==> config.mk <==
export PLATFORM = sky130hd
export DESIGN_NAME = pulse_train_gen
export DESIGN_NICKNAME = d
export VERILOG_FILES = /design/src/rtl/freq_meter_pkg.sv /design/src/rtl/pulse_train_gen_phase_timer.sv /design/src/rtl/pulse_train_gen.sv
export SDC_FILE = /design/constraint.sdc
export NUM_CORES = 1
export LEC_CHECK = 0
export ABC_CLOCK_PERIOD_IN_PS = 4200
export CAP_MARGIN = 20
export CORE_MARGIN = 5
export CORE_UTILIZATION = 35
export CTS_CLUSTER_DIAMETER = 200
export DETAILED_ROUTE_END_ITERATION = 8
export GPL_ROUTABILITY_DRIVEN = 0
export REMOVE_ABC_BUFFERS = 1
export SYNTH_ARGS = -nofsm -noshare
export SYNTH_HDL_FRONTEND = slang
export SYNTH_HIERARCHICAL = 1
export SYNTH_SLANG_ARGS = --single-unit
==> constraint.sdc <==
create_clock -name clk -period 4.2 [get_ports clk]
set_clock_uncertainty 0.1 [all_clocks]
set_input_delay 0.84 -clock clk [delete_from_list [all_inputs] [get_ports clk]]
set_output_delay 0.84 -clock clk [all_outputs]
set_load 0.05 [all_outputs]
==> src/rtl/freq_meter_pkg.sv <==
// ============================================================================
// Module   : freq_meter_pkg
// Brief    : Shared types and defaults for the frequency-meter pulse-train generator.
// Revision : 1.0
// ============================================================================
`default_nettype none

package freq_meter_pkg;

  localparam int CNT_W_DEF = 32;

  typedef enum logic [1:0] {
    IDLE = 2'd0,
    HIGH = 2'd1,
    LOW  = 2'd2
  } ptg_state_t;

endpackage

`default_nettype wire

==> src/rtl/pulse_train_gen_phase_timer.sv <==
// ============================================================================
// Module   : phase_timer
// Brief    : Loadable down-counter; expire marks the last cycle of the loaded count.
// Revision : 1.0
// ============================================================================
`default_nettype none

module phase_timer
  import freq_meter_pkg::*;
#(
  parameter int CNT_W = CNT_W_DEF
) (
  input  logic             clk,
  input  logic             rst,
  input  logic             load,
  input  logic [CNT_W-1:0] load_val,
  input  logic             en,
  output logic             expire
);

  logic [CNT_W-1:0] r_count;

  always_ff @(posedge clk) begin
    if (!rst) begin
      r_count <= '0;
    end else if (load) begin
      r_count <= load_val;
    end else if (en && (r_count != '0)) begin
      r_count <= r_count - CNT_W'(1);
    end
  end

  assign expire = (r_count == CNT_W'(1));

endmodule

`default_nettype wire

==> src/rtl/pulse_train_gen.sv <==
// ============================================================================
// Module   : pulse_train_gen
// Brief    : Programmable HIGH/LOW pulse-train source, finite burst or continuous.
// Revision : 1.0
// ============================================================================
`default_nettype none

module pulse_train_gen
  import freq_meter_pkg::*;
#(
  parameter int CNT_W = CNT_W_DEF
) (
  input  logic             clk,
  input  logic             rst,
  input  logic             enable,
  input  logic             start,
  input  logic             stop,
  input  logic [CNT_W-1:0] high_cycles,
  input  logic [CNT_W-1:0] low_cycles,
  input  logic [CNT_W-1:0] burst_len,
  output logic             pulse_out,
  output logic             busy,
  output logic             done,
  output logic [CNT_W-1:0] pulse_count
);

  ptg_state_t       r_state;
  logic [CNT_W-1:0] r_high_cfg;
  logic [CNT_W-1:0] r_low_cfg;
  logic [CNT_W-1:0] r_burst_cfg;

  logic             w_tmr_load;
  logic [CNT_W-1:0] w_tmr_val;
  logic             w_tmr_expire;
  logic [CNT_W-1:0] w_high_eff;
  logic [CNT_W-1:0] w_low_eff;
  logic             w_start_ok;
  logic             w_phase_end;
  logic             w_more;

  // Zero-length phases are stretched to one cycle when latched.
  assign w_high_eff  = (high_cycles == '0) ? CNT_W'(1) : high_cycles;
  assign w_low_eff   = (low_cycles == '0) ? CNT_W'(1) : low_cycles;
  assign w_start_ok  = (r_state == IDLE) && start && !stop && enable;
  assign w_phase_end = enable && !stop && w_tmr_expire;
  assign w_more      = (r_burst_cfg == '0) || (pulse_count < r_burst_cfg);

  always_comb begin
    w_tmr_load = 1'b0;
    w_tmr_val  = w_high_eff;
    case (r_state)
      IDLE: begin
        if (w_start_ok) begin
          w_tmr_load = 1'b1;
          w_tmr_val  = w_high_eff;
        end
      end
      HIGH: begin
        if (w_phase_end) begin
          w_tmr_load = 1'b1;
          w_tmr_val  = r_low_cfg;
        end
      end
      LOW: begin
        if (w_phase_end && w_more) begin
          w_tmr_load = 1'b1;
          w_tmr_val  = r_high_cfg;
        end
      end
      default: begin
        w_tmr_load = 1'b0;
      end
    endcase
  end

  phase_timer #(
    .CNT_W(CNT_W)
  ) u_phase_timer (
    .clk     (clk),
    .rst     (rst),
    .load    (w_tmr_load),
    .load_val(w_tmr_val),
    .en      (enable),
    .expire  (w_tmr_expire)
  );

  always_ff @(posedge clk) begin
    if (!rst) begin
      r_state     <= IDLE;
      r_high_cfg  <= '0;
      r_low_cfg   <= '0;
      r_burst_cfg <= '0;
      pulse_out   <= 1'b0;
      busy        <= 1'b0;
      done        <= 1'b0;
      pulse_count <= '0;
    end else begin
      done <= 1'b0;
      if (stop) begin
        r_state   <= IDLE;
        pulse_out <= 1'b0;
        busy      <= 1'b0;
      end else begin
        case (r_state)
          IDLE: begin
            if (w_start_ok) begin
              r_high_cfg  <= w_high_eff;
              r_low_cfg   <= w_low_eff;
              r_burst_cfg <= burst_len;
              r_state     <= HIGH;
              pulse_out   <= 1'b1;
              busy        <= 1'b1;
              pulse_count <= CNT_W'(1);
            end
          end
          HIGH: begin
            if (w_phase_end) begin
              r_state   <= LOW;
              pulse_out <= 1'b0;
            end
          end
          LOW: begin
            if (w_phase_end) begin
              if (w_more) begin
                r_state     <= HIGH;
                pulse_out   <= 1'b1;
                pulse_count <= pulse_count + CNT_W'(1);
              end else begin
                r_state <= IDLE;
                busy    <= 1'b0;
                done    <= 1'b1;
              end
            end
          end
          default: begin
            r_state   <= IDLE;
            pulse_out <= 1'b0;
            busy      <= 1'b0;
          end
        endcase
      end
    end
  end

endmodule

`default_nettype wire

# Word level (Yosys, flattened, before mapping)
# Cells that the tools add are included.
# W data, S select, Z words.
[op_classes]
add_sub_neg = 2
magnitude_cmp = 1
eq_ne = 8
mux = 29
bitwise = 5
n_reduce_logical = 23
[op_table]
columns = ["op", "n"]
rows = [
  ["$mux W32", 9],
  ["$pmux W32 S2", 2],
  ["$logic_not A32 Y1", 3],
  ["$add A32 B1 Y32 const B", 1],
  ["$eq A32 B1 Y1 const B", 1],
  ["$lt A32 B32 Y1", 1],
  ["$reduce_bool A32 Y1", 1],
  ["$sub A32 B1 Y32 const B", 1],
  ["$mux W1", 11],
  ["$ne A2 B2 Y1 const B", 5],
  ["$pmux W1 S3", 3],
  ["$reduce_and A4 Y1", 2],
  ["$logic_and A1 B1 Y1", 7],
  ["$mux W2", 3],
  ["$pmux W2 S3", 1],
  ["$reduce_and A3 Y1", 2],
  ["$not A1 Y1", 5],
  ["$reduce_and A5 Y1", 1],
  ["$reduce_bool A2 Y1", 2],
  ["$reduce_or A4 Y1", 1],
  ["$eq A2 B1 Y1 const B", 1],
  ["$eq A2 B2 Y1 const B", 1],
  ["$logic_not A2 Y1", 1],
  ["$reduce_or A2 Y1", 1],
  ["2 further kinds", 2],
]
[word_totals]
reg_bits = 165
input_bits = 101
output_inout_bits = 35
elab_cells = 77

# Longest topological paths before layout
# Gate-level depths: netlist (run 1).
[logic_depth]
word_depth = 7
mapped_depth = 14
depth_no_buf = 14

# Hierarchy
# Netlist (run 1), hierarchy kept.
[modules_own_cells]
columns = ["mod", "n_inst", "cells_per_inst", "area_each_um2", "seq_area_each_um2"]
rows = [
  ["pulse_train_gen", 1, 910, 6967.9, 2662.6],
  ["phase_timer", 1, 243, 1984.4, 640.6],
]

# Least setup slack after synthesis (run 1)
# No wires, ideal clock.
[synth_path]
kind = "register to register"
from = "reg pulse_count[23]"
to = "reg u_phase_timer.r_count[27]"
setup_time_ps = 138
arrival_ps = 3151
required_time_ps = 3962
slack_ps = 811
stages_incl_launch_ff = 14
n_path_buf = 1
synth_period_minus_slack_ps = 3389
cell_sequence = "dfxtp_1 ha_1 a41oi_1 o21ai_1 a221oi_1 nand3_1 o22ai_2 nand2_1 a221oi_1 inv_1 clkbuf_1 and3_1 o41ai_1 o211ai_1"
[synth_between]
elab_chain_len = 6
elab_cells_between_ends = 9
cone_classes = "order compare (1); mux (5); reduce/logical (3)"
[synth_rtl]
columns = ["element", "line", "text"]
rows = [
  ["start: declaration", "pulse_train_gen.sv:24", "output logic [CNT_W-1:0] pulse_count"],
  ["start signal: assignment", "pulse_train_gen.sv:127", "pulse_count <= pulse_count + CNT_W'(1);"],
  ["$lt A32 B32 Y1 (*)", "pulse_train_gen.sv:46", "assign w_more = (r_burst_cfg == '0) || (pulse_count < r_burst_cfg);"],
  ["$logic_or A1 B1 Y1 (*)", "pulse_train_gen.sv:46", ""],
  ["$logic_and A1 B1 Y1 (*)", "pulse_train_gen.sv:65", "if (w_phase_end && w_more) begin"],
  ["$mux W1 (*)", "pulse_train_gen.sv:65", ""],
  ["$pmux W1 S3 (*)", "pulse_train_gen.sv:51", "case (r_state)"],
  ["net w_tmr_load", "pulse_train_gen.sv:32", "logic w_tmr_load;"],
  ["$mux W32 / $reduce_bool A2 Y1 (equally long branches)", "--", ""],
  ["end signal: assignment", "pulse_train_gen_phase_timer.sv:27", "r_count <= load_val;"],
  ["end signal: assignment", "pulse_train_gen_phase_timer.sv:29", "r_count <= r_count - CNT_W'(1);"],
  ["end: declaration", "pulse_train_gen_phase_timer.sv:21", "logic [CNT_W-1:0] r_count;"],
]
# The timed path passes the listed nets; every way through them passes the cells marked *.
# A chain may end at the register's enable or synchronous reset.

# Final worst setup path (run 1)
[layout_path]
from = "reg u_phase_timer.r_count[26]"
to = "reg u_phase_timer.r_count[30]"
[layout_between]
elab_chain_len = 6
elab_cells_between_ends = 15
cone_classes = "add/sub (1); eq/ne (1); mux (8); reduce/logical (5)"
[layout_rtl]
columns = ["element", "line", "text"]
rows = [
  ["$eq A32 B1 Y1 (*)", "pulse_train_gen_phase_timer.sv:33", "assign expire = (r_count == CNT_W'(1));"],
  ["net w_tmr_expire", "pulse_train_gen.sv:34", "logic w_tmr_expire;"],
  ["$logic_and A1 B1 Y1 (*)", "pulse_train_gen.sv:45", "assign w_phase_end = enable && !stop && w_tmr_expire;"],
  ["$logic_and A1 B1 Y1", "pulse_train_gen.sv:65", ""],
  ["$mux W32", "pulse_train_gen.sv:65", ""],
  ["$pmux W32 S2 (*)", "pulse_train_gen.sv:51", ""],
  ["net w_tmr_val[30]", "pulse_train_gen.sv:33", "logic [CNT_W-1:0] w_tmr_val;"],
  ["$mux W32 (*)", "pulse_train_gen_phase_timer.sv:26", "end else if (load) begin"],
]
# The timed path passes the listed nets; every way through them passes the cells marked *. The select of a mux whose other input is x is not followed.

==> results of run 1 <==
==> final cells by class <==
cell class	count	area (µm²)
Fill cell	2518	14000
Multi-Input combinational cell	871	5170
Sequential cell	165	3300
Timing Repair Buffer	161	1580
Clock buffer	18	429
Tap cell	330	413
Inverter	45	169
Clock inverter	14	129
==> how the worst min path moves through the flow <==
stage                                          start                    endpoint  slack (ns)  cells past startpoint
after floorplan           r_low_cfg[31]$_SDFFE_PN0P_  r_low_cfg[31]$_SDFFE_PN0P_        0.33                      2
after global placement     r_low_cfg[9]$_SDFFE_PN0P_   r_low_cfg[9]$_SDFFE_PN0P_        0.34                      2
after detailed placement  r_low_cfg[31]$_SDFFE_PN0P_  r_low_cfg[31]$_SDFFE_PN0P_        0.34                      2
after CTS                 r_low_cfg[31]$_SDFFE_PN0P_  r_low_cfg[31]$_SDFFE_PN0P_        0.35                      2
after global routing      r_low_cfg[27]$_SDFFE_PN0P_  r_low_cfg[27]$_SDFFE_PN0P_        0.37                      2
final                     r_low_cfg[21]$_SDFFE_PN0P_  r_low_cfg[21]$_SDFFE_PN0P_        0.35                      2
==> cell usage after synthesis (18+ instances only) <==
master	number
and3_1	45
nand4_1	28
nor2_1	30
nand2_1	250
nor4_1	32
o21ai_0	47
o31ai_1	19
nor3_1	18
inv_1	44
nand3_1	23
a21oi_1	134
a31oi_1	19
dfxtp_1	165
ha_1	38
a221o_1	30
clkbuf_1	51
==> layer usage <==
metal,vias up,GRT usage,wire length [µm]
met5,-,0,0
met4,0,0.0646,664
met3,40,0.0332,1720
met2,275,0.293,12800
met1,4320,0.294,14200
li1,4430,-,-
==> state kept, by name (all words and copies together), names as in the netlist, 2 cells and up <==
| signal | cells |
|---|---|
| pulse_count | 32 |
| r_high_cfg | 32 |
| r_state | 2 |
| r_burst_cfg | 32 |
| u_phase_timer/r_count | 32 |
| r_low_cfg | 32 |
==> worst max-delay path: stages (launching register included) <==
cell and delay (ns):
dfxtp_1 0.36, or4_4 0.58, nor3_1 0.31, nand2_1 0.12
nor3_1 0.30, nand3b_1 0.20, buf_4 0.21, a21oi_1 0.17
a22oi_2 0.09, buf_4 0.25, a221o_1 0.43, o21ai_0 0.31
a31oi_1 0.06
==> where the power goes <==
group | internal [µW] | leakage, µW | switching (µW)
sequential | 1740 | 0.00134 | 175
clock | 824 | 0.000273 | 700
combinational | 798 | 0.00240 | 1140
==> through the flow <==
step / TNS (ns) / util / hold WS [ns]
floorplan: -110.44 / - / 0.332
finish: 0 / 0.445 / 0.349
global route: 0 / 0.445 / 0.373
detailed placement: 0 / 0.421 / 0.343
global placement: 0 / 0.421 / 0.338
CTS: 0 / 0.443 / 0.353
==> kinds of logic after synthesis <==
family	Yosys count
compound gates	306
xor+xnor	8
fa+ha+maj	38
buf+inv	117
flops	165
mux	6
simple gates	513
==> impl_metrics.tcl, run 1 <==
set metrics [dict create \
    status "finished clean" \
    cp.arrival_ns 3.85 \
    post-dp-hpwl_um 21000 \
    drtAntennaViolNets 0 \
    die_h_um 170 \
    p_total_uw 5380 \
    yosysUniqueCellTypes 74 \
    syn-cell-area_um2 8950 \
    grt_use_total 0.199 \
    cts_inserted_buffers 17 \
    clockBufferDepth 2 \
    vias_per_cell 5.65 \
    final_area_um2 11200 \
    synth-async-reset-ratio 0 \
    hold_viol_final 0 \
    diodes 0 \
    fin_crit_sh 0.866 \
    first_pass_iters 5 \
    synth_cells 1153 \
    cts_sinks 165 \
    row_count 58 \
    cts_tree "yes" \
    path_max_fanout 28 \
    ir_drop_uv 305 \
    rsz0062_at_grt "false" \
    grt_pass1_wl_um 46300 \
    die_w_um 170 \
    drt-initial-drc-count 718 \
    synth_edf_count 0 \
    layout_commonest_cell "nand2_1" \
    htree_levels 4 \
    drive_above_1_share 0.0699 \
    die_area_um2 28900 \
    wl_per_cell_um 18.3 \
    synthMuxAreaShare 0.00671 \
    cap_violations 0 \
    power_density_nw_per_um2 481 \
    fmax_ghz 0.275 \
    detailed_place.area_um2 10600 \
    synth_top_family_by_area "simple AND/OR/NAND/NOR gates" \
    route.vias.total 9065 \
    initial_core_util 0.356 \
    cts.clk_slew.worst_paths_ns 0.06 \
    synthSimpleGateAreaFrac 0.288 \
    p_leak_uw 0.00401 \
    drc 0 \
    portBuffers 135 \
    period_minus_slack_ns 3.64 \
    grt_max_degree 101 \
    crit_path_start_kind "flip-flop" \
    worstReg2RegEnd "u_phase_timer/r_count[30]$_SDFFE_PN0P_" \
    syn_to_final_growth_pct 25.1 \
    yosysSeqAreaShare 0.369 \
    reg2reg_from "u_phase_timer/r_count[26]$_SDFFE_PN0P_" \
    instances_no_fill 1604 \
    synth.top_cell.area_share 0.369 \
    dp_slack_ns 0.614 \
    routed_wl_um 29300 \
    synth_compound_area_frac 0.221 \
    crit_required_ns 4.41 \
    ios 136 \
    layout_common_cells "nand2_1 (250), dfxtp_1 (165), clkdlybuf4s50_1 (135), a21oi_1 (134), o21ai_0 (46)" \
    yosys_most_used_dff "dfxtp_1" \
    synth_fa_ha_area_frac 0.0531 \
    setup_ws_ns 0.563 \
    cts-resized-gates 0 \
    crit_start "u_phase_timer/r_count[26]$_SDFFE_PN0P_" \
    worstSkewPairLatency_ns 0.44 \
    maxSlewViolCount 0 \
    overflow 0 \
    coreArea_um2 25200 \
    grt_pass1_vias 8282 \
    avgSynthCellArea_um2 7.76 \
    root_buffer "clkbuf_16" \
    worst_slew_pin_slew_ns 1.01 \
    reg2regPathDepth 12 \
    dpl.cell_count 1570 \
    finalSetupViolCount 0 \
    critPathKind "reg2reg" \
    yosysTopAreaCell "dfxtp_1" \
    antenna_found_initial 0 \
    synth.area.top_cells "dfxtp_1 (37%), nand2_1 (10%), a21oi_1 (7.5%)" \
    crit_path_end "u_phase_timer/r_count[30]$_SDFFE_PN0P_" \
    fin_nets 1400 \
    postCtsSetupBuffers 0 \
    cp-end-kind "flip-flop" \
    yosys_warnings 6 \
    ys_seq_elements 165 \
    worstHoldPathType "reg2reg" \
    cts_hold_buf 0 \
    maxSlewHeadroom 0.326 \
    synth_xor_area_frac 0.00783 \
    regToRegSetupSlack_ns 0.56 \
]
(Power assumes the default switching activity.)
==> run 2: changes to the inputs <==
--- a/config.mk
+++ b/config.mk
@@ -8,10 +8,12 @@
 export ABC_CLOCK_PERIOD_IN_PS = 4200
 export CAP_MARGIN = 20
 export CORE_MARGIN = 5
-export CORE_UTILIZATION = 35
+export CORE_UTILIZATION = 53
 export CTS_CLUSTER_DIAMETER = 200
+export CTS_CLUSTER_SIZE = 8
 export DETAILED_ROUTE_END_ITERATION = 8
 export GPL_ROUTABILITY_DRIVEN = 0
+export PLACE_DENSITY = 0.76
 export REMOVE_ABC_BUFFERS = 1
 export SYNTH_ARGS = -nofsm -noshare
 export SYNTH_HDL_FRONTEND = slang
==> run 2 against run 1 <==
Against the previous run: fmax is 5.2% lower; global-route usage rose by 6.8 points; clock power is 13% higher; sequential cell count stayed put; sequential share of layout area rose by 0.23 points; critical path type unchanged; largest cell class unchanged.
==> impl_metrics.tcl, run 2 (synthesis results as in run 1) <==
set metrics [dict create \
    status "finished clean" \
    clockBufferDepth 2 \
    vias_per_cell 6.12 \
    grt_pass1_vias 8201 \
    fmax_ghz 0.261 \
    drt-initial-drc-count 865 \
    worst_slew_pin_slew_ns 1.25 \
    die_w_um 140 \
    worstSkewPairLatency_ns 0.44 \
    drtAntennaViolNets 0 \
    die_h_um 140 \
    critPathKind "reg2reg" \
    cts_sinks 165 \
    worstHoldStart "r_low_cfg[21]$_SDFFE_PN0P_" \
    ir_drop_uv 394 \
    cts.clk_slew.worst_paths_ns 0.07 \
    layout_commonest_cell "nand2_1" \
    cp-end-kind "flip-flop" \
    finalSetupViolCount 0 \
    drc 0 \
    initial_core_util 0.540 \
    coreArea_um2 16600 \
    path_max_fanout 12 \
    first_pass_iters 5 \
    antenna_found_initial 0 \
    htree_levels 4 \
    cts_tree "yes" \
    power_density_nw_per_um2 498 \
    routed_wl_um 26900 \
    rsz0062_at_grt "false" \
    portBuffers 135 \
    postCtsSetupBuffers 0 \
    crit_start "u_phase_timer/r_count[16]$_SDFFE_PN0P_" \
    grt_use_total 0.266 \
    reg2reg_from "u_phase_timer/r_count[16]$_SDFFE_PN0P_" \
    root_buffer "clkbuf_16" \
    overflow 0 \
    diodes 0 \
    fillers 1474 \
    cap_violations 0 \
    crit_path_start_kind "flip-flop" \
    maxSlewViolCount 0 \
    row_count 47 \
    die_area_um2 19600 \
    ios 136 \
    regToRegSetupSlack_ns 0.36 \
    grt_max_degree 101 \
    p_leak_uw 0.00403 \
    cts-resized-gates 0 \
    grt_pass1_wl_um 43100 \
    period_minus_slack_ns 3.84 \
    drive_above_1_share 0.0706 \
    route.vias.total 9140 \
    worstHoldEndpoint "r_low_cfg[21]$_SDFFE_PN0P_" \
    fin_crit_sh 0.914 \
    cp.arrival_ns 4.10 \
    worstReg2RegEnd "pulse_count[28]$_SDFFE_PN0P_" \
    worstHoldPathType "reg2reg" \
    setup_tns_ns 0 \
    crit_required_ns 4.46 \
    hold_ws_ns 0.353 \
    maxSlewHeadroom 0.164 \
    syn_to_final_growth_pct 24.1 \
    wl_per_cell_um 18.0 \
    post-dp-hpwl_um 19000 \
    cts_hold_buf 0 \
    fin_nets 1400 \
    cts_inserted_buffers 17 \
    reg2regPathDepth 11 \
    layout_common_cells "nand2_1 (250), dfxtp_1 (165), clkdlybuf4s50_1 (135), a21oi_1 (134), o21ai_0 (46)" \
    hold_viol_final 0 \
    min_path_cells 2 \
]
==> run 2: cell count changes in the layout (fill, tap and decap cells not counted), sizes merged <==
| cell | change |
|---|---|
| clkinv | -7 |
| bufinv | +3 |
| inv | +3 |
| clkinvlp | +2 |
| clkbuf | -1 |
==> run 2: cell type report <==
| cell class | count | area, µm² | share of cell area |
|---|---|---|---|
| clock inverter | 15 | 216 | 0.0195 |
| multi-input combinational | 871 | 5170 | 0.466 |
| tap | 220 | 275 | 0.0248 |
| clock buffer | 17 | 425 | 0.0383 |
| timing repair buffer | 161 | 1550 | 0.139 |
| sequential | 165 | 3300 | 0.297 |
| inverter | 45 | 169 | 0.0152 |
==> run 2: stage by stage <==
step | cell area (µm²) | utilization | total power, µW | instances | setup slack (ns)
detailed placement | 10500 | 0.631 | 3780 | 1461 | 0.466
CTS | 11100 | 0.669 | 5500 | 1493 | 0.440
floorplan | 8640 | - | 3250 | 1081 | -2.30
global placement | 10500 | 0.631 | 3760 | 1461 | 0.512
global route | 11100 | 0.670 | 5820 | 1494 | 0.0933
finish | 11100 | 0.670 | 5530 | 1494 | 0.362
==> run 2: worst max-delay path, stage by stage (launching register included) <==
cell and delay (ns):
dfxtp_1 0.36, or4_1 0.65, nor2_1 0.35, nand2_1 0.14, nor3_1 0.27, nand3b_1 0.14
buf_4 0.19, a221oi_1 0.29, buf_4 0.24, nand4_2 0.33, or4_1 0.58, a21oi_1 0.15
==> run 2: worst max-delay path by stage <==
stage / endpoint / slack, ns / cells past startpoint
final: pulse_count[28]$_SDFFE_PN0P_ / 0.36 / 11
after CTS: pulse_count[28]$_SDFFE_PN0P_ / 0.44 / 11
after floorplan: u_phase_timer/r_count[24]$_SDFFE_PN0P_ / -2.30 / 6
after detailed placement: u_phase_timer/r_count[31]$_SDFFE_PN0P_ / 0.47 / 8
after global routing: u_phase_timer/r_count[3]$_SDFFE_PN0P_ / 0.09 / 12
after global placement: u_phase_timer/r_count[30]$_SDFFE_PN0P_ / 0.51 / 8
==> run 2: routing by layer <==
layer / track usage / share of wire
met1: 0.383 / 0.45
met2: 0.412 / 0.45
met3: 0.0610 / 0.087
met4: 0.0556 / 0.012
met5: 0 / 0
==> run 2: power breakdown <==
group / internal (µW) / switching (µW) / leakage (µW) / total (µW)
Combinational: 765 / 1130 / 0.00239 / 1900
Sequential: 1740 / 179 / 0.00134 / 1920
Clock: 1010 / 703 / 0.000301 / 1720
